[config.mk]
export PLATFORM = sky130hd
export DESIGN_NAME = pwm_capture
export DESIGN_NICKNAME = d
export VERILOG_FILES = /design/src/rtl/pwm_capture.sv
export SDC_FILE = /design/constraint.sdc
export NUM_CORES = 1
export LEC_CHECK = 0
export ABC_CLOCK_PERIOD_IN_PS = 5500
export BUFFER_PORTS_ARGS = -buffer_cell sky130_fd_sc_hd__buf_2
export CAP_MARGIN = 20
export CORE_MARGIN = 2
export CORE_UTILIZATION = 45
export CTS_CLUSTER_SIZE = 8
export DETAILED_ROUTE_END_ITERATION = 8
export PLACE_DENSITY = 0.64
export SYNTH_ARGS = -nofsm -noshare
export SYNTH_HDL_FRONTEND = slang
export SYNTH_SLANG_ARGS = --single-unit
[constraint.sdc]
create_clock -name clk_i -period 5.5 [get_ports clk_i]
set_clock_uncertainty 0.15 [all_clocks]
set_input_delay 0.275 -clock clk_i [delete_from_list [all_inputs] [get_ports clk_i]]
set_output_delay 0.275 -clock clk_i [all_outputs]
set_load 0.02 [all_outputs]
[src/rtl/pwm_capture.sv]
// pwm_capture
//   Single-channel PWM measurement block on the peripheral register bus.
//   It measures the rising-to-rising period and the high time of a PWM input
//   in prescaled clock ticks. Each completed measurement is latched as a
//   coherent pair, flagged in STATUS and optionally signalled on irq_o.
//
// Ports
//   clk_i    block clock
//   rst_i    asynchronous active-high reset
//   re_i     register read strobe (a write needs we_i & ~re_i)
//   we_i     register write strobe
//   addr_i   byte address of the register
//   wdata_i  write data
//   be_i     byte enables (accepted, unused: full-word writes)
//   rdata_o  combinational read data for addr_i, 0 for unmapped addresses
//   pwm_i    asynchronous PWM input
//   irq_o    STATUS.valid & CTRL.irq_en
//
// Register map
//   0x00 CTRL    RW [2:0]  enable, irq_en, invert
//   0x04 DIVISOR RW        prescaler value (0 behaves as 1); a write clears the prescaler
//   0x08 PERIOD  RO        last rising-to-rising interval in ticks
//   0x0C HIGH    RO        last high time in ticks
//   0x10 STATUS  W1C [1:0] valid, overflow (sticky; set wins over clear)
module pwm_capture #(
  parameter int CNT_W = 16
) (
  input  logic        clk_i,
  input  logic        rst_i,
  input  logic        re_i,
  input  logic        we_i,
  input  logic [7:0]  addr_i,
  input  logic [31:0] wdata_i,
  input  logic [3:0]  be_i,
  output logic [31:0] rdata_o,
  input  logic        pwm_i,
  output logic        irq_o
);

  localparam logic [7:0] ADDR_CTRL    = 8'h00;
  localparam logic [7:0] ADDR_DIVISOR = 8'h04;
  localparam logic [7:0] ADDR_PERIOD  = 8'h08;
  localparam logic [7:0] ADDR_HIGH    = 8'h0C;
  localparam logic [7:0] ADDR_STATUS  = 8'h10;

  localparam logic [1:0] ST_IDLE    = 2'd0;
  localparam logic [1:0] ST_HIGH_PH = 2'd1;
  localparam logic [1:0] ST_LOW_PH  = 2'd2;

  localparam logic [CNT_W-1:0] CNT_ONE = CNT_W'(1);
  localparam logic [CNT_W-1:0] CNT_MAX = '1;

  // Register state
  logic             enable;
  logic             irq_en;
  logic             invert;
  logic [CNT_W-1:0] divisor;
  logic [CNT_W-1:0] period;
  logic [CNT_W-1:0] high_time;
  logic             valid;
  logic             overflow;

  // Measurement state
  logic [1:0]       state;
  logic [CNT_W-1:0] p;
  logic [CNT_W-1:0] cnt;
  logic [CNT_W-1:0] hi_lat;

  // Input path
  logic sync1;
  logic sync2;
  logic s;
  logic s_q;
  logic rise;
  logic fall;

  // Decoded strobes and datapath terms
  logic             wr;
  logic             ctrl_wr;
  logic             div_wr;
  logic             status_wr;
  logic [CNT_W-1:0] div_eff;
  logic             tick;
  logic [CNT_W-1:0] cnt_inc;
  logic             capture;
  logic             ovf_evt;

  // Byte enables and the upper write-data bits have no function here.
  logic unused_bits;
  assign unused_bits = ^{be_i, wdata_i[31:CNT_W]};

  assign wr        = we_i & ~re_i;
  assign ctrl_wr   = wr && (addr_i == ADDR_CTRL);
  assign div_wr    = wr && (addr_i == ADDR_DIVISOR);
  assign status_wr = wr && (addr_i == ADDR_STATUS);

  // ---------------------------------------------------------------------------
  // Input synchronizer and edge detection
  // ---------------------------------------------------------------------------
  // NOTE: every clocked block uses non-blocking assignments so that all flops
  // sample their inputs from the same edge, regardless of statement order.
  always_ff @(posedge clk_i or posedge rst_i) begin
    if (rst_i) begin
      sync1 <= 1'b0;
      sync2 <= 1'b0;
      s_q   <= 1'b0;
    end else begin
      sync1 <= pwm_i;
      sync2 <= sync1;
      s_q   <= s;
    end
  end

  assign s    = sync2 ^ invert;
  assign rise = s & ~s_q;
  assign fall = ~s & s_q;

  // ---------------------------------------------------------------------------
  // Control registers
  // ---------------------------------------------------------------------------
  always_ff @(posedge clk_i or posedge rst_i) begin
    if (rst_i) begin
      enable  <= 1'b0;
      irq_en  <= 1'b0;
      invert  <= 1'b0;
      divisor <= '0;
    end else begin
      if (ctrl_wr) begin
        enable <= wdata_i[0];
        irq_en <= wdata_i[1];
        invert <= wdata_i[2];
      end
      if (div_wr) begin
        divisor <= wdata_i[CNT_W-1:0];
      end
    end
  end

  // ---------------------------------------------------------------------------
  // Prescaler
  // ---------------------------------------------------------------------------
  assign div_eff = (divisor == '0) ? CNT_ONE : divisor;
  assign tick    = enable && (p == div_eff - CNT_ONE);
  assign cnt_inc = cnt + CNT_W'(tick);

  always_ff @(posedge clk_i or posedge rst_i) begin
    if (rst_i) begin
      p <= '0;
    end else if (!enable || div_wr || tick) begin
      p <= '0;
    end else begin
      p <= p + CNT_ONE;
    end
  end

  // ---------------------------------------------------------------------------
  // Measurement FSM
  // ---------------------------------------------------------------------------
  // The counter runs from one rising edge to the next; the high time is
  // snapshotted at the falling edge without disturbing the count.
  assign capture = enable && (state == ST_LOW_PH) && rise;
  assign ovf_evt = (state != ST_IDLE) && (cnt == CNT_MAX) && tick && !rise && !fall;

  always_ff @(posedge clk_i or posedge rst_i) begin
    if (rst_i) begin
      state  <= ST_IDLE;
      cnt    <= '0;
      hi_lat <= '0;
    end else if (!enable) begin
      state  <= ST_IDLE;
      cnt    <= '0;
      hi_lat <= '0;
    end else begin
      case (state)
        ST_IDLE: begin
          cnt <= '0;
          if (rise) begin
            state <= ST_HIGH_PH;
          end
        end
        ST_HIGH_PH: begin
          if (rise) begin
            // Only reachable through a spurious edge; restart the interval.
            cnt <= '0;
          end else if (fall) begin
            hi_lat <= cnt_inc;
            cnt    <= cnt_inc;
            state  <= ST_LOW_PH;
          end else if (ovf_evt) begin
            cnt   <= '0;
            state <= ST_IDLE;
          end else begin
            cnt <= cnt_inc;
          end
        end
        ST_LOW_PH: begin
          if (rise) begin
            cnt   <= '0;
            state <= ST_HIGH_PH;
          end else if (ovf_evt) begin
            cnt   <= '0;
            state <= ST_IDLE;
          end else begin
            cnt <= cnt_inc;
          end
        end
        default: begin
          cnt   <= '0;
          state <= ST_IDLE;
        end
      endcase
    end
  end

  // ---------------------------------------------------------------------------
  // Result and status registers
  // ---------------------------------------------------------------------------
  always_ff @(posedge clk_i or posedge rst_i) begin
    if (rst_i) begin
      period    <= '0;
      high_time <= '0;
      valid     <= 1'b0;
      overflow  <= 1'b0;
    end else begin
      if (capture) begin
        period    <= cnt_inc;
        high_time <= hi_lat;
      end
      // A set event in the same cycle as a write-1-to-clear keeps the bit set.
      valid    <= (valid    & ~(status_wr & wdata_i[0])) | capture;
      overflow <= (overflow & ~(status_wr & wdata_i[1])) | ovf_evt;
    end
  end

  assign irq_o = valid & irq_en;

  // ---------------------------------------------------------------------------
  // Read mux
  // ---------------------------------------------------------------------------
  // NOTE: rdata_o gets a default before the case so no path leaves it
  // unassigned, which would otherwise infer a latch.
  always_comb begin
    rdata_o = '0;
    case (addr_i)
      ADDR_CTRL:    rdata_o[2:0]       = {invert, irq_en, enable};
      ADDR_DIVISOR: rdata_o[CNT_W-1:0] = divisor;
      ADDR_PERIOD:  rdata_o[CNT_W-1:0] = period;
      ADDR_HIGH:    rdata_o[CNT_W-1:0] = high_time;
      ADDR_STATUS:  rdata_o[1:0]       = {overflow, valid};
      default:      rdata_o            = '0;
    endcase
  end

endmodule

# Word level (Yosys, flattened, before mapping)
# Cells that the tools add are included.
# op_classes
n_mux,22
reduce_logical,21
bitwise,16
n_addsub,3
n_eq_ne,13
# ops
cell,n
$mux 16,11
$pmux 13 s3,1
$pmux 16 s2,1
$add 16x1->16,1
$add 16x1->16 const B,1
$eq 16x16->1,1
$eq 16x16->1 const B,1
$eq 8x4->1 const B,2
$logic_not 16->1,1
$sub 16x1->16 const B,1
$mux 2,6
$logic_and 1x1->1,10
$pmux 2 s5,1
$and 1x1->1,8
$eq 8x3->1 const B,1
$eq 8x5->1 const B,1
$logic_not 8->1,1
$ne 3x3->1 const B,2
$pmux 2 s3,1
$not 1->1,5
$ne 2x1->1 const B,2
$pmux 1 s4,1
$logic_not 1->1,3
$reduce_and 3->1,1
9 further kinds,11
# word_totals
wordCells,90
reg_bits,106
output_inout_bits,33
in_bits,49

# Logic depth before layout (Yosys ltp)
# Gate-level depths: netlist of the first run.
# depth
word_depth,13
depth_mapped,19
depth_no_buf,18

# Least setup slack after synthesis of the first run
# No wires, ideal clock.
# synth_timing
path_kind,register -> register
startpoint,register divisor[0]
endpoint,register hi_lat[10]
synth_period_minus_slack_ns,4.140
required_ns,5.230
setup_slack_ns,1.360
n_path_buf,1
path_stages_with_launch,20
setup_time_ns,0.120
arrival_ns,3.869
path_cell_list,dfrtp_1 > or4_1 > buf_2 > or2_4 > nor2_1 > nor2_1 > ha_1 > nor3b_1 > nand4_1 > nor3_1 > xnor2_1 > a2111o_1 > nor3_1 > ha_1 > ha_1 > and3_1 > nand4_1 > xor2_1 > nand2_1 > o211a_1
# synth_between
elab_chain_cells,10
# synth_rtl
element,line_no,rtl
from (decl),57,logic [CNT_W-1:0] divisor;
from (signal assigned),134,divisor <= wdata_i[CNT_W-1:0];
$logic_not 16->1,142,assign div_eff = (divisor == '0) ? CNT_ONE : divisor;
$mux 16 *,142,
$sub 16x1->16 *,143,assign tick = enable && (p == div_eff - CNT_ONE);
$eq 16x16->1 *,143,
$logic_and 1x1->1 *,143,
$add 16x1->16 *,144,assign cnt_inc = cnt + CNT_W'(tick);
$mux 16 *,185,end else if (fall) begin
$mux 16 *,182,if (rise) begin
$mux 16 *,174,case (state)
$mux 16 *,169,end else if (!enable) begin
to (signal assigned),186,hi_lat <= cnt_inc;
to (decl),67,logic [CNT_W-1:0] hi_lat;
# Every way passes the cells marked *; elsewhere a longest branch is shown, timed or not. The select of a mux whose other input is x is not followed.
# A chain may end at the register's enable or synchronous reset.

# Final worst setup path of the first run
# Same ends and word-level chain as after synthesis.

==> impl_metrics.toml, run 1 <==
[logic_synthesis]
synth-async-reset-ratio = 1.00
syn_area_mm2 = 0.00555
synth-edff-count = 0
synth_xor_area_frac = 0.0766
synth_cell_type_count = 50
yosys_warnings = 0
synth_fa_ha_area_frac = 0.0180
syn_inst = 543
yosys.area.top_type_share = 0.478
synth_ff_type = "dfrtp_1"
syn-mean-instance-area_um2 = 10.2
ys_seq_elements = 106
synth_top_family_by_area = "simple AND/OR/NAND/NOR gates"
synth_compound_area_frac = 0.0911
yosys.area_share.simple = 0.180
synth.area.mux_share = 0.111
ys_seq_area_frac = 0.478
synth.area.top_cells = "dfrtp_1 (48%), mux2_2 (7.5%), xor2_1 (4.6%)"
yosysTopAreaCell = "dfrtp_1"

[timing]
worst_slack_ps = 743
rsz0062_at_grt = "no"
worst_pin_slew_ps = 866
hold_violations = 0
drv_slew = 0
fin_setup_tns_ps = 0
fin_crit_sh = 0.865
layout_min_cycle_time_ps = 4760
setup_viol = 0
slew_headroom = 0.421
max_freq_mhz = 210

[floorplanning]
die_w_um = 115
die_y_um = 115
start_util = 0.462
num_rows = 40
dieArea_mm2 = 0.0132
ios = 82
coreArea_mm2 = 0.0120

[worst_setup_path]
arrival_ps = 4850
critical_path_required_ps = 5600
cp-end-kind = "register"
crit_type = "reg2reg"
start_kind = "register"
worstPathMaxFanout = 8

[placed_design]
placed_area_mm2 = 0.00585
post-place-ws_ps = 762
gp_congestion = 0.828
io_buffer_count = 45
dp_hpwl_mm = 8.41

[power_and_ir_drop]
power_frac_seq = 0.508
clockPowerShare = 0.383
p_leak_nw = 3.14
combPwrFrac = 0.108
pwr_density_cell_mw_per_mm2 = 252
p_sw_w = 0.000397
intPower_w = 0.00116
p_sw_frac = 0.255
ir_worst_vdd_v = 0.000158

[clock_tree]
cts_root_buf = "clkbuf_16"
h-tree-depth = 3
clock_sinks = 106
cts_made_buffers = 9
cts_tree = "built"
clkTransAtPathRegs_ps = 70
insertion_delay_ps = 350
cts_setup_buffers = 0
cts_buffer_depth = 2

[final_layout]
stdcell_area_mm2 = 0.00619
syn_to_final_growth_pct = 11.5
n_antenna_cell = 0
drive_gt1_frac = 0.184
nets = 646
final_core_util = 0.515

[global_routing]
grt_pass1_wl_mm = 19.7
first_global_vias = 3965
grt-ovfl-total = 0
grt_usage = 0.191
grt_max_degree = 63
antenna_found_initial = 0

[detailed_routing]
viasPerCell = 5.45
drc = 0
postRouteAntennaNets = 0
drt_iter0_drc = 384
finalWirelength_mm = 11.8
first_pass_iters = 5
wl_per_cell_um = 15.9
vias = 4035

[outcome]
status = "finished clean"

[job]
drv_cap = 0

[worst_hold_path]
hold_class = "in2reg"
==> power groups by stage <==
stage / clock [W] / combinational (W) / sequential, W
2_1_floorplan: 0 / 0.000133 / 0.000805
3_3_place_gp: 0 / 0.000161 / 0.000808
3_5_place_dp: 0 / 0.000166 / 0.000808
4_1_cts: 0.000616 / 0.000170 / 0.000793
5_1_grt: 0.000650 / 0.000188 / 0.000794
6_report: 0.000598 / 0.000169 / 0.000793
==> stage by stage <==
stage	power [W]	instances	hold slack, ps
final	0.00156	741	8.12
after global placement	0.000969	718	184
after global routing	0.00163	741	6.42
after detailed placement	0.000974	718	190
after floorplan	0.000938	558	156
after CTS	0.00158	741	1.38
==> what timing repair did <==
action | in CTS | in global routing
gates resized for setup | 0 | 0
hold buffers | 7 | 0
hold endpoints to repair | 50 | 0
==> layout by cell type (no fill, tap or decap), types with 6 or more instances in the layout <==
cell / count
o21ai_0: 35
inv_1: 6
mux2i_1: 20
mux2_2: 37
dfrtp_1: 106
and3_1: 10
nor4_1: 7
dlygate4sd3_1: 7
nor2_1: 38
clkbuf_16: 9
nand3_1: 23
nor3_1: 23
or3_1: 6
conb_1: 16
nand4_1: 8
xnor2_1: 17
xor2_1: 29
ha_1: 8
nand2_1: 66
buf_4: 7
buf_2: 45
o211a_1: 15
==> area by class of cell <==
| cell class | count | area [µm²] |
|---|---|---|
| fill | 1077 | 5820 |
| multi-input combinational | 406 | 2710 |
| sequential | 106 | 2650 |
| timing repair buffer | 59 | 348 |
| clock buffer | 11 | 233 |
| tap | 147 | 184 |
| clock inverter | 5 | 36.3 |
| inverter | 7 | 28.8 |
==> cells in the mapped netlist (8+ instances only) <==
cell type / count
dfrtp_1: 106
nand2_1: 66
nor2_1: 38
mux2_2: 37
o21ai_0: 35
xor2_1: 29
nand3_1: 23
nor3_1: 23
mux2i_1: 20
buf_4: 17
clkbuf_1: 17
xnor2_1: 17
o211a_1: 15
and3_1: 10
ha_1: 8
nand4_1: 8
==> worst max-delay path, cell delays in order (launching register included) <==
cell	delay (ps)
dfrtp_1	460
or4_1	670
or2_4	300
nor2_1	100
nor2_1	50
ha_1	230
nor3b_1	190
nand4_1	100
nor3_1	60
xnor2_1	150
a2111o_1	470
nor3_1	290
ha_1	270
ha_1	240
and3_1	280
nand4_1	130
xor2_1	260
nand2_1	90
o211a_1	150
==> routing by layer <==
| layer | global-route usage | share of wire | wire length (µm) |
|---|---|---|---|
| met1 | 0.244 | 0.44 | 5200 |
| met2 | 0.328 | 0.52 | 6120 |
| met3 | 0.0411 | 0.031 | 370 |
| met4 | 0.0554 | 0.0076 | 89 |
| met5 | 0 | 0 | 0 |
==> cells by family after synthesis <==
group | after synthesis
mux | 57
other cells | 1
compound gates | 74
fa+ha+maj | 8
xor+xnor | 47
simple gates | 204
buf+inv | 46
flops | 106
==> state kept, by name, indices dropped and copies added, names as in the netlist, 2 cells and up <==
signal and cells:
period 16, hi_lat 16, p 16, high_time 16, divisor 16, state 2
cnt 16
==> worst paths after layout <==
path,end,slack (ps),startpoint,depth (start not counted)
hold reg to reg,sync2,200,sync1,0
setup / recovery,hi_lat[10],740,divisor[0],18
min in group asynchronous,p[2],400,rst_i,3
setup reg to reg,hi_lat[10],740,divisor[0],18
max in group asynchronous,cnt[1],3600,rst_i,4
hold / removal,divisor[8],8,wdata_i[8],2
(Power assumes the default switching activity.)
==> run 2, diff against run 1 <==
--- a/config.mk
+++ b/config.mk
@@ -5,7 +5,6 @@
 export SDC_FILE = /design/constraint.sdc
 export NUM_CORES = 1
 export LEC_CHECK = 0
-export ABC_CLOCK_PERIOD_IN_PS = 5500
 export BUFFER_PORTS_ARGS = -buffer_cell sky130_fd_sc_hd__buf_2
 export CAP_MARGIN = 20
 export CORE_MARGIN = 2
@@ -13,6 +12,7 @@
 export CTS_CLUSTER_SIZE = 8
 export DETAILED_ROUTE_END_ITERATION = 8
 export PLACE_DENSITY = 0.64
+export SLEW_MARGIN = 20
 export SYNTH_ARGS = -nofsm -noshare
 export SYNTH_HDL_FRONTEND = slang
 export SYNTH_SLANG_ARGS = --single-unit
==> constraint.sdc (replaced) <==
create_clock -name clk_i -period 4.6 [get_ports clk_i]
set_clock_uncertainty 0.15 [all_clocks]
set_input_delay 0.23 -clock clk_i [delete_from_list [all_inputs] [get_ports clk_i]]
set_output_delay 0.23 -clock clk_i [all_outputs]
set_load 0.02 [all_outputs]
==> impl_metrics.toml, run 2 (synthesis gave the netlist of run 1 again) <==
[detailed_routing]
wl_per_cell_um = 15.6
first_pass_iters = 4
drc = 0
viasPerCell = 5.42
drt_iter0_drc = 376
postRouteAntennaNets = 0
finalWirelength_mm = 12.2
vias = 4246

[global_routing]
grt_pass1_wl_mm = 20.9
grt_usage = 0.201
grt_max_degree = 80
first_global_vias = 4362
grt-ovfl-total = 0
antenna_found_initial = 0

[job]
drv_cap = 0

[final_layout]
final_common_cell = "dfrtp_1"
drive_gt1_frac = 0.223
final_core_util = 0.546
final_cell_mix = "dfrtp_1 (106), nand2_1 (66), buf_2 (45), nor2_1 (38), buf_4 (38)"
n_antenna_cell = 0
nets = 688
fin_cells = 783
syn_to_final_growth_pct = 18.2

[timing]
worst_slack_ps = 282
hold_violations = 0
max_freq_mhz = 232
drv_slew = 0
slew_headroom = 0.424
setup_viol = 0
rsz0062_at_grt = "no"
fin_setup_tns_ps = 0
layout_min_cycle_time_ps = 4320
worst_pin_slew_ps = 862
fin_crit_sh = 0.939

[floorplanning]
start_util = 0.462
die_w_um = 115
num_rows = 40
dieArea_mm2 = 0.0132
die_y_um = 115
coreArea_mm2 = 0.0120
ios = 82

[worst_setup_path]
start_kind = "register"
cp-end-kind = "register"
arrival_ps = 4410
worstPathMaxFanout = 4
critical_path_required_ps = 4690
crit_type = "reg2reg"

[clock_tree]
cts_buffer_depth = 2
insertion_delay_ps = 350
cts_root_buf = "clkbuf_16"
cts_resized = 0
cts_tree = "built"
cts_made_buffers = 9
h-tree-depth = 3
clkTransAtPathRegs_ps = 70
clock_sinks = 106

[power_and_ir_drop]
pwr_density_cell_mw_per_mm2 = 296
ir_worst_vdd_v = 0.000179
p_leak_nw = 3.35
power_w = 0.00195

[placed_design]
io_buffer_count = 45
post-place-ws_ps = 294
dp.cells = 749
dp_hpwl_mm = 8.65
gp_congestion = 0.816

[outcome]
status = "finished clean"

[worst_hold_path]
hold_class = "in2reg"
==> run 2: cell types whose count changed in the layout (fill, tap and decap cells not counted) <==
| cell | change |
|---|---|
| clkinvlp_4 | +2 |
| inv_4 | -1 |
| inv_8 | +1 |
| clkbuf_8 | +2 |
| clkinv_2 | -2 |
| clkbuf_1 | -2 |
| buf_4 | +31 |
| dlygate4sd3_1 | +11 |
==> run 2: power by group <==
part / switching [W] / internal (W) / leakage [nW]
logic: 0.000132 / 0.000109 / 1.74
registers: 0.00000456 / 0.000938 / 1.47
clock network: 0.000358 / 0.000405 / 0.141
==> run 2: path summary, 6_finish.rpt <==
| check | start | to | slack [ps] | depth (start not counted) |
|---|---|---|---|---|
| max in group asynchronous | rst_i | hi_lat[10] | 3060 | 4 |
| worst max-delay path | divisor[0] | hi_lat[10] | 280 | 18 |
| worst min register to register | sync1 | sync2 | 210 | 0 |
| worst min-delay path | re_i | valid | 110 | 5 |
| worst max register to register | divisor[0] | hi_lat[10] | 280 | 18 |
| min in group asynchronous | rst_i | p[1] | 410 | 3 |
==> run 2: area by class of cell <==
class	count	area [µm²]
Fill cell	1054	5450
Clock inverter	5	43.8
Tap cell	147	184
Timing Repair Buffer	101	691
Inverter	7	31.3
Sequential cell	106	2650
Clock buffer	11	253
Multi-Input combinational cell	406	2710
==> run 2: through the flow <==
step	cell area [µm²]	hold WS, ps
after floorplan	5610	111
after global placement	6080	181
after detailed placement	6080	187
after CTS	6560	87.2
after global routing	6560	131
final	6560	106
==> run 2: layer usage <==
metal | GRT usage | up-vias | part of all wire
met5 | 0 | - | 0
met4 | 0.0755 | 0 | 0.023
met3 | 0.0511 | 26 | 0.034
met2 | 0.338 | 81 | 0.50
met1 | 0.249 | 2082 | 0.44
li1 | - | 2057 | -
==> run 2: what timing repair did <==
action                                 CTS  global route
buffers inserted                         0             0
endpoints found under the hold margin   34             0
hold buffers                            18             0
==> run 2: critical path: stages, from the launching register on <==
cell and delay [ps]:
dfrtp_1 380, or4_1 560, or2_4 270, nor2_1 110, nor2_1 60, ha_1 220
nor3b_1 200, nand4_1 90, nor3_1 60, xnor2_1 130, a2111o_1 410, nor3_1 270
ha_1 270, ha_1 170, and3_1 250, nand4_1 140, xor2_1 250, nand2_1 90
o211a_1 130
